`config.mk`:
```
export PLATFORM = sky130hd
export DESIGN_NAME = ifu
export DESIGN_NICKNAME = d
export VERILOG_FILES = /design/src/rtl/ifu.sv
export SDC_FILE = /design/constraint.sdc
export NUM_CORES = 1
export LEC_CHECK = 0
export ABC_AREA = 1
export ABC_CLOCK_PERIOD_IN_PS = 5150
export BUFFER_PORTS_ARGS = -buffer_cell sky130_fd_sc_hd__clkbuf_2
export CORE_ASPECT_RATIO = 1.1
export CORE_MARGIN = 2
export CORE_UTILIZATION = 40
export DETAILED_ROUTE_END_ITERATION = 10
export HOLD_SLACK_MARGIN = 0.02
export SYNTH_ARGS = -nofsm -noshare
export SYNTH_HDL_FRONTEND = slang
export SYNTH_SLANG_ARGS = --single-unit
export TNS_END_PERCENT = 5
```
`constraint.sdc`:
```
create_clock -name clk -period 5.15 [get_ports clk]
set_clock_uncertainty 0.15 [all_clocks]
set_input_delay 0 -clock clk [delete_from_list [all_inputs] [get_ports clk]]
set_output_delay 0 -clock clk [all_outputs]
set_load 0.05 [all_outputs]
```
`src/rtl/ifu.sv`:
```
// Instruction fetch unit: owns the PC, keeps one word read outstanding to
// instruction memory and hands fetched words to decode over valid/ready.
module ifu #(
  parameter int unsigned     XLEN         = 32,
  parameter logic [XLEN-1:0] RESET_VECTOR = '0
) (
  input  logic            clk,
  input  logic            rst_n,
  output logic            imem_req,
  output logic [XLEN-1:0] imem_addr,
  input  logic            imem_ack,
  input  logic [31:0]     imem_rdata,
  output logic [29:0]     instr_out,
  output logic [XLEN-1:0] instr_pc,
  output logic            instr_illegal,
  output logic            instr_valid,
  input  logic            instr_ready,
  input  logic            redirect,
  input  logic [XLEN-1:0] redirect_pc,
  output logic            fetch_fault
);

  // state   | meaning
  // FETCH   | request to req_addr outstanding
  // HOLD    | instruction presented, waiting for decode
  // DISCARD | stale request outstanding, response will be dropped
  // FAULT   | misaligned redirect target, waiting for an aligned one
  typedef enum logic [1:0] {FETCH, HOLD, DISCARD, FAULT} state_t;

  state_t          state, state_nxt;
  logic [XLEN-1:0] pc, pc_nxt;
  logic [XLEN-1:0] req_addr, req_addr_nxt;
  logic            req_en;
  logic            fault_pend, fault_pend_nxt;
  logic            capture, clear_valid, fault_set, fault_clr;
  logic            misaligned, ack;

  // req_en keeps the request low during reset and releases it one edge later
  assign imem_req   = req_en && (state == FETCH || state == DISCARD);
  assign imem_addr  = {req_addr[XLEN-1:2], 2'b00};
  assign ack        = imem_ack && imem_req;
  assign misaligned = (redirect_pc[1:0] != 2'b00);

  always_comb begin
    state_nxt      = state;
    pc_nxt         = pc;
    req_addr_nxt   = req_addr;
    fault_pend_nxt = fault_pend;
    capture        = 1'b0;
    clear_valid    = 1'b0;
    fault_set      = 1'b0;
    fault_clr      = 1'b0;
    if (redirect) begin
      pc_nxt      = redirect_pc;
      clear_valid = 1'b1;
      if ((state == FETCH || state == DISCARD) && imem_req && !imem_ack) begin
        // old request must complete before anything else is issued
        state_nxt      = DISCARD;
        fault_pend_nxt = misaligned;
      end else if (misaligned) begin
        state_nxt      = FAULT;
        fault_set      = 1'b1;
        fault_pend_nxt = 1'b0;
      end else begin
        state_nxt      = FETCH;
        req_addr_nxt   = redirect_pc;
        fault_clr      = 1'b1;
        fault_pend_nxt = 1'b0;
      end
    end else begin
      unique case (state)
        FETCH: begin
          if (ack) begin
            capture   = 1'b1;
            pc_nxt    = pc + XLEN'(4);
            state_nxt = HOLD;
          end
        end
        HOLD: begin
          if (instr_ready) begin
            clear_valid  = 1'b1;
            state_nxt    = FETCH;
            req_addr_nxt = pc;
          end
        end
        DISCARD: begin
          if (ack) begin
            fault_pend_nxt = 1'b0;
            if (fault_pend) begin
              state_nxt = FAULT;
              fault_set = 1'b1;
            end else begin
              state_nxt    = FETCH;
              req_addr_nxt = pc;
            end
          end
        end
        FAULT: begin
          state_nxt = FAULT;
        end
      endcase
    end
  end

  always_ff @(posedge clk) begin
    if (!rst_n) begin
      state         <= FETCH;
      pc            <= RESET_VECTOR;
      req_addr      <= RESET_VECTOR;
      req_en        <= 1'b0;
      fault_pend    <= 1'b0;
      instr_out     <= '0;
      instr_pc      <= '0;
      instr_illegal <= 1'b0;
      instr_valid   <= 1'b0;
      fetch_fault   <= 1'b0;
    end else begin
      state      <= state_nxt;
      pc         <= pc_nxt;
      req_addr   <= req_addr_nxt;
      req_en     <= 1'b1;
      fault_pend <= fault_pend_nxt;
      if (capture) begin
        instr_out     <= imem_rdata[31:2];
        instr_pc      <= req_addr;
        instr_illegal <= (imem_rdata[1:0] != 2'b11);
        instr_valid   <= 1'b1;
      end else if (clear_valid) begin
        instr_valid <= 1'b0;
      end
      if (fault_set) begin
        fetch_fault <= 1'b1;
      end else if (fault_clr) begin
        fetch_fault <= 1'b0;
      end
    end
  end

endmodule

```
## Word level (Yosys, flattened, before mapping)

Cells that the tools add are included.

- Register bits after elaboration: 133
- Input bits: 69
- Output and inout bits: 98
- Logic and storage cells: 81

- Add/sub/neg operators: 1
- Equality and inequality tests: 10
- Multiplexer cells: 42
- Reductions and logical operators: 18

Operators with widths:

| kind | number |
|---|---|
| 2-to-1 mux 32 bit | 9 |
| one-hot mux 32 bit (2 select lines) | 1 |
| adder 32 x 3 -> 32 bit (second input constant) | 1 |
| 2-to-1 mux 1 bit | 24 |
| 2-to-1 mux 2 bit | 7 |
| inequality test 3 bit (second input constant) | 4 |
| nonzero test 2 bit | 6 |
| one-hot mux 2 bit (4 select lines) | 1 |
| inequality test 2 bit (second input constant) | 3 |
| AND reduction 6 bit | 1 |
| == test 2 bit (second input constant) | 2 |
| logical AND 1 bit | 4 |
| AND reduction 2 bit | 2 |
| AND reduction 3 bit | 1 |
| nonzero test 3 bit | 1 |
| == test 2 x 1 -> 1 bit (second input constant) | 1 |
| zero test 2 bit | 1 |
| zero test 1 bit | 1 |
| logical OR 1 bit | 1 |

## Longest topological paths before layout

- Depth in word-level cells: 9
- Depth in mapped cells: 11
- Depth with buffers taken out: 11

## Worst setup path before layout

No wires, ideal clock.

- Path kind: flip-flop to flip-flop
- Start: register state[0]
- End: register instr_out[0]
- Setup time: 0.116 ns
- Arrival: 1.592 ns
- Data required time: 4.884 ns
- Setup slack: 3.292 ns
- Stages on the path, launching flop included: 11
- Buffers on the path: 2
- Clock period less this slack: 1.858 ns
- Cell sequence: dfxtp_1 -> nor2_4 -> nand2_4 -> nor2_8 -> inv_2 -> nor2_4 -> inv_2 -> buf_6 -> buf_2 -> nor2_1 -> nor2_1

- Longest elaborated chain between the ends: 7
- Elaborated cells on any way between the ends: 8
- Classes of those cells: 1 x eq/ne; 3 x mux; 4 x reduce/logical

RTL lines:

| element | line | RTL |
|---|---|---|
| start: declaration | 30 | `state_t state, state_nxt;` |
| start signal: assignment | 118 | `state <= state_nxt;` |
| == test 2 bit / zero test 2 bit (equally long branches) | 39 | `assign imem_req = req_en && (state == FETCH \|\| state == DISCARD);` |
| logical OR 1 bit (*) | 39 |  |
| logical AND 1 bit (*) | 39 |  |
| via imem_req | 9 | `output logic imem_req,` |
| logical AND 1 bit (*) | 41 | `assign ack = imem_ack && imem_req;` |
| 2-to-1 mux 1 bit (*) | 73 | `if (ack) begin` |
| 2-to-1 mux 1 bit (*) | 71 | `unique case (state)` |
| 2-to-1 mux 1 bit (*) | 53 | `if (redirect) begin` |
| end signal: assignment | 124 | `instr_out <= imem_rdata[31:2];` |
| end: declaration | 13 | `output logic [29:0] instr_out,` |

Mark *: on every way through the listed nets, which the timed path passes. The rest lies on a longest branch.
A chain may end at the register's enable or synchronous reset.

## Worst setup path after layout

- Start: register state[0]
- End: register instr_illegal

- Longest elaborated chain between the ends: 7
- Elaborated cells on any way between the ends: 8
- Classes of those cells: 1 x eq/ne; 3 x mux; 4 x reduce/logical

RTL lines:

| element | line | RTL |
|---|---|---|
| == test 2 bit / zero test 2 bit (equally long branches) | 39, 71 |  |
| logical OR 1 bit | 39 |  |
| logical AND 1 bit | 39 |  |
| logical AND 1 bit | 41 |  |
| 2-to-1 mux 1 bit | 73 |  |
| 2-to-1 mux 1 bit (*) | 71 |  |
| 2-to-1 mux 1 bit (*) | 53 |  |
| end signal: assignment | 126 | `instr_illegal <= (imem_rdata[1:0] != 2'b11);` |
| end: declaration | 15 | `output logic instr_illegal,` |

Every way passes the cells marked *; elsewhere a longest branch is shown, timed or not.

==> flow_metrics.env <==
export IMPL_synthesis_area_um2=6228
export IMPL_setup_viol=0
export IMPL_die_w_um=123.0
export IMPL_drt_iter0_markers=430
export IMPL_hp_class="input port to flip-flop"
export IMPL_fin_crit_sh=0.5636
export IMPL_initial_core_util=0.4121
export IMPL_first_global_vias=5791
export IMPL_clkTransAtPathRegs_ps=60
export IMPL_synthAdderAreaFrac=0.002009
export IMPL_syn2layout_area_growth_pct=30.07
export IMPL_synth_edf_count=0
export IMPL_worstSetupStartpoint="state[0]"
export IMPL_num_rows=47
export IMPL_cts_made_buffers=17
export IMPL_busiest_layer="met2"
export IMPL_rr_startpoint="state[0]"
export IMPL_p_total_mw=2.856
export IMPL_cts_tree="yes"
export IMPL_power_leakage_nw=3.872
export IMPL_min_period_ps=2903
export IMPL_synthDistinctLibCells=28
export IMPL_synth_top_area_cell="dfxtp_1"
export IMPL_critPathArrivalTime_ps=3110
export IMPL_wire_per_inst_um=13.68
export IMPL_maxCapViolCount=0
export IMPL_critPathKind="flip-flop to flip-flop"
export IMPL_yosys_warnings=0
export IMPL_synth_xor_area_share=0.004219
export IMPL_grt_use_met3=0.03970
export IMPL_ioPinCount=167
export IMPL_core_area_um2=15110
export IMPL_muxShareOfSynthArea=0
export IMPL_grt_start_max_net_pins=100
export IMPL_synthCells=921
export IMPL_synth_top_family_by_area="simple AND/OR/NAND/NOR gates"
export IMPL_ys_seq_area_frac=0.4275
export IMPL_cp_end_kind="flip-flop"
export IMPL_worstMarginPinSlew_ps=815.5
export IMPL_die_area_um2=16590
export IMPL_io_buffer_count=164
export IMPL_drc=0
export IMPL_viasPerCell=4.887
export IMPL_diodes=0
export IMPL_slew_headroom=0.4563
export IMPL_firstDrtPassIters=4
export IMPL_required_ps=5360
export IMPL_htreeDepth=4
export IMPL_yosysTopAreaCellShare=0.4275
export IMPL_ys_flop_type="dfxtp_1"
export IMPL_synth_compound_area_frac=0.1491
export IMPL_cts_sinks=133
export IMPL_antenna_found_initial=0
export IMPL_yosys_top_cells_area="dfxtp_1, nor2_1, o21ai_0, nand2_1, buf_4"
export IMPL_drive_gt1_frac=0.1932
export IMPL_worstSetupStartpointType="flip-flop"
export IMPL_grt_overflow=0
export IMPL_dpl_hpwl_mm=12.04
export IMPL_hold_viol=0
export IMPL_grt_util_all_layers=0.2173
export IMPL_cp_max_fo=80
export IMPL_cts_path_max_buffers=2
export IMPL_min_from="rst_n"
export IMPL_ys_ff_latch=133
export IMPL_hold_slack_ps=14.68
export IMPL_vias=6397
export IMPL_cts_resized_gates=0
export IMPL_avgSynthCellArea_um2=6.763
export IMPL_worstSkewPairLatency_ps=420
export IMPL_fp_dieH_um=134.9
export IMPL_p_per_area_nw_per_um2=352.5
export IMPL_rsz0062_at_grt="false"
export IMPL_synthSimpleGateAreaFrac=0.3029
export IMPL_wirelength_mm=17.90
export IMPL_grt_use_met2=0.3514
export IMPL_place_congestion=0.9055
export IMPL_gr_usage_met1=0.2966
export IMPL_fmax_ghz=0.3445
export IMPL_max_vdd_ir_drop_v=0.0001783
export IMPL_nNetsFinal=1170
export IMPL_grt_pass1_wl_mm=28.46
export IMPL_ant_nets=0
export IMPL_root_buffer="clkbuf_16"
export IMPL_outcome="finished, final reports clean"
export IMPL_fin_tns_setup_ps=0
export IMPL_ys_async_sr_fraction=0
export IMPL_drv_slew=0
placed cells by master (no fill, tap or decap), types with 7 or more instances in the layout:
master / instances
nand3_1: 49
nor2_1: 234
nand4_1: 14
buf_4: 7
inv_1: 57
dlygate4sd3_1: 69
clkbuf_16: 17
o21ai_0: 134
clkbuf_2: 164
nand2_1: 148
a21oi_1: 37
dfxtp_1: 133
synth_stat cells, types with 2 or more instances:
cell type	number
a21oi_1	37
nand4_1	14
nand2_1	148
xor2_1	3
nor2_1	234
inv_1	57
or2_2	3
o21ai_0	134
inv_2	3
nor3_1	5
buf_1	2
buf_6	2
nand3_1	49
buf_4	35
o211ai_1	2
dfxtp_1	133
clkbuf_1	19
buf_2	23
nor2_4	4
a31oi_1	6
routing by layer:
layer	share of wire	up-vias
met5	0	-
met4	0.011	0
met3	0.055	16
met2	0.47	187
met1	0.47	2902
li1	-	3292
power breakdown:
group	total [mW]	switching, mW	internal [mW]	leakage (nW)
sequential	1.17	0.0651	1.11	1.09
combinational	0.574	0.410	0.165	2.51
clock	1.11	0.477	0.631	0.269
layout make-up:
type	count	area [um2]
clock buffers	18	439.2
clock inverters	14	100.1
fillers	1510	7012
inverters	61	229.0
multi-input cells	647	2861
flip-flops and latches	133	2663
well taps	196	245.2
repair buffers	240	1564
timing repair:
item / 4_1_cts / 5_1_grt
hold endpoints to repair: 100 / 0
setup buffers: 0 / 0
hold buffers: 69 / 0
critical path: stages (launching register included):
cell and delay, ps:
dfxtp_1 340, nor2_4 170, nand2_4 110, nor2_8 260, inv_2 100, nor2_4 100, buf_4 590, o21ai_0 220
a31oi_1 180, dlygate4sd3_1 560
state kept, by name, summed over array words and instances (netlist names):
name / count
instr_out: 30
req_en: 1
state: 2
fetch_fault: 1
instr_illegal: 1
pc: 32
instr_valid: 1
req_addr: 32
instr_pc: 32
fault_pend: 1
path summary, 6_finish.rpt:
kind                         to  slack [ps]  cells past startpoint
setup / recovery  instr_illegal        2250                      9
hold / removal           req_en          10                      2
setup reg to reg  instr_illegal        2250                      9
hold reg to reg     fetch_fault         330                      2
through the flow:
stage,std cells,cell area [um2],util,setup slack [ps]
after detailed placement,1208,6872,0.4547,2343
after floorplan,922,6232,-,3292
final,1309,8102,0.5361,2247
after CTS,1309,8102,0.5361,2299
after global placement,1208,6872,0.4547,2375
after global routing,1309,8102,0.5361,2041
logic make-up after synthesis:
family / after synthesis
DFF: 133
AOI/OAI and AO/OA: 182
and+or+nand+nor: 459
xor gates and xnor gates: 3
buffers and inverters: 142
other: 1
adders and majority gates: 1
Power figures use the tool's default switching activity.
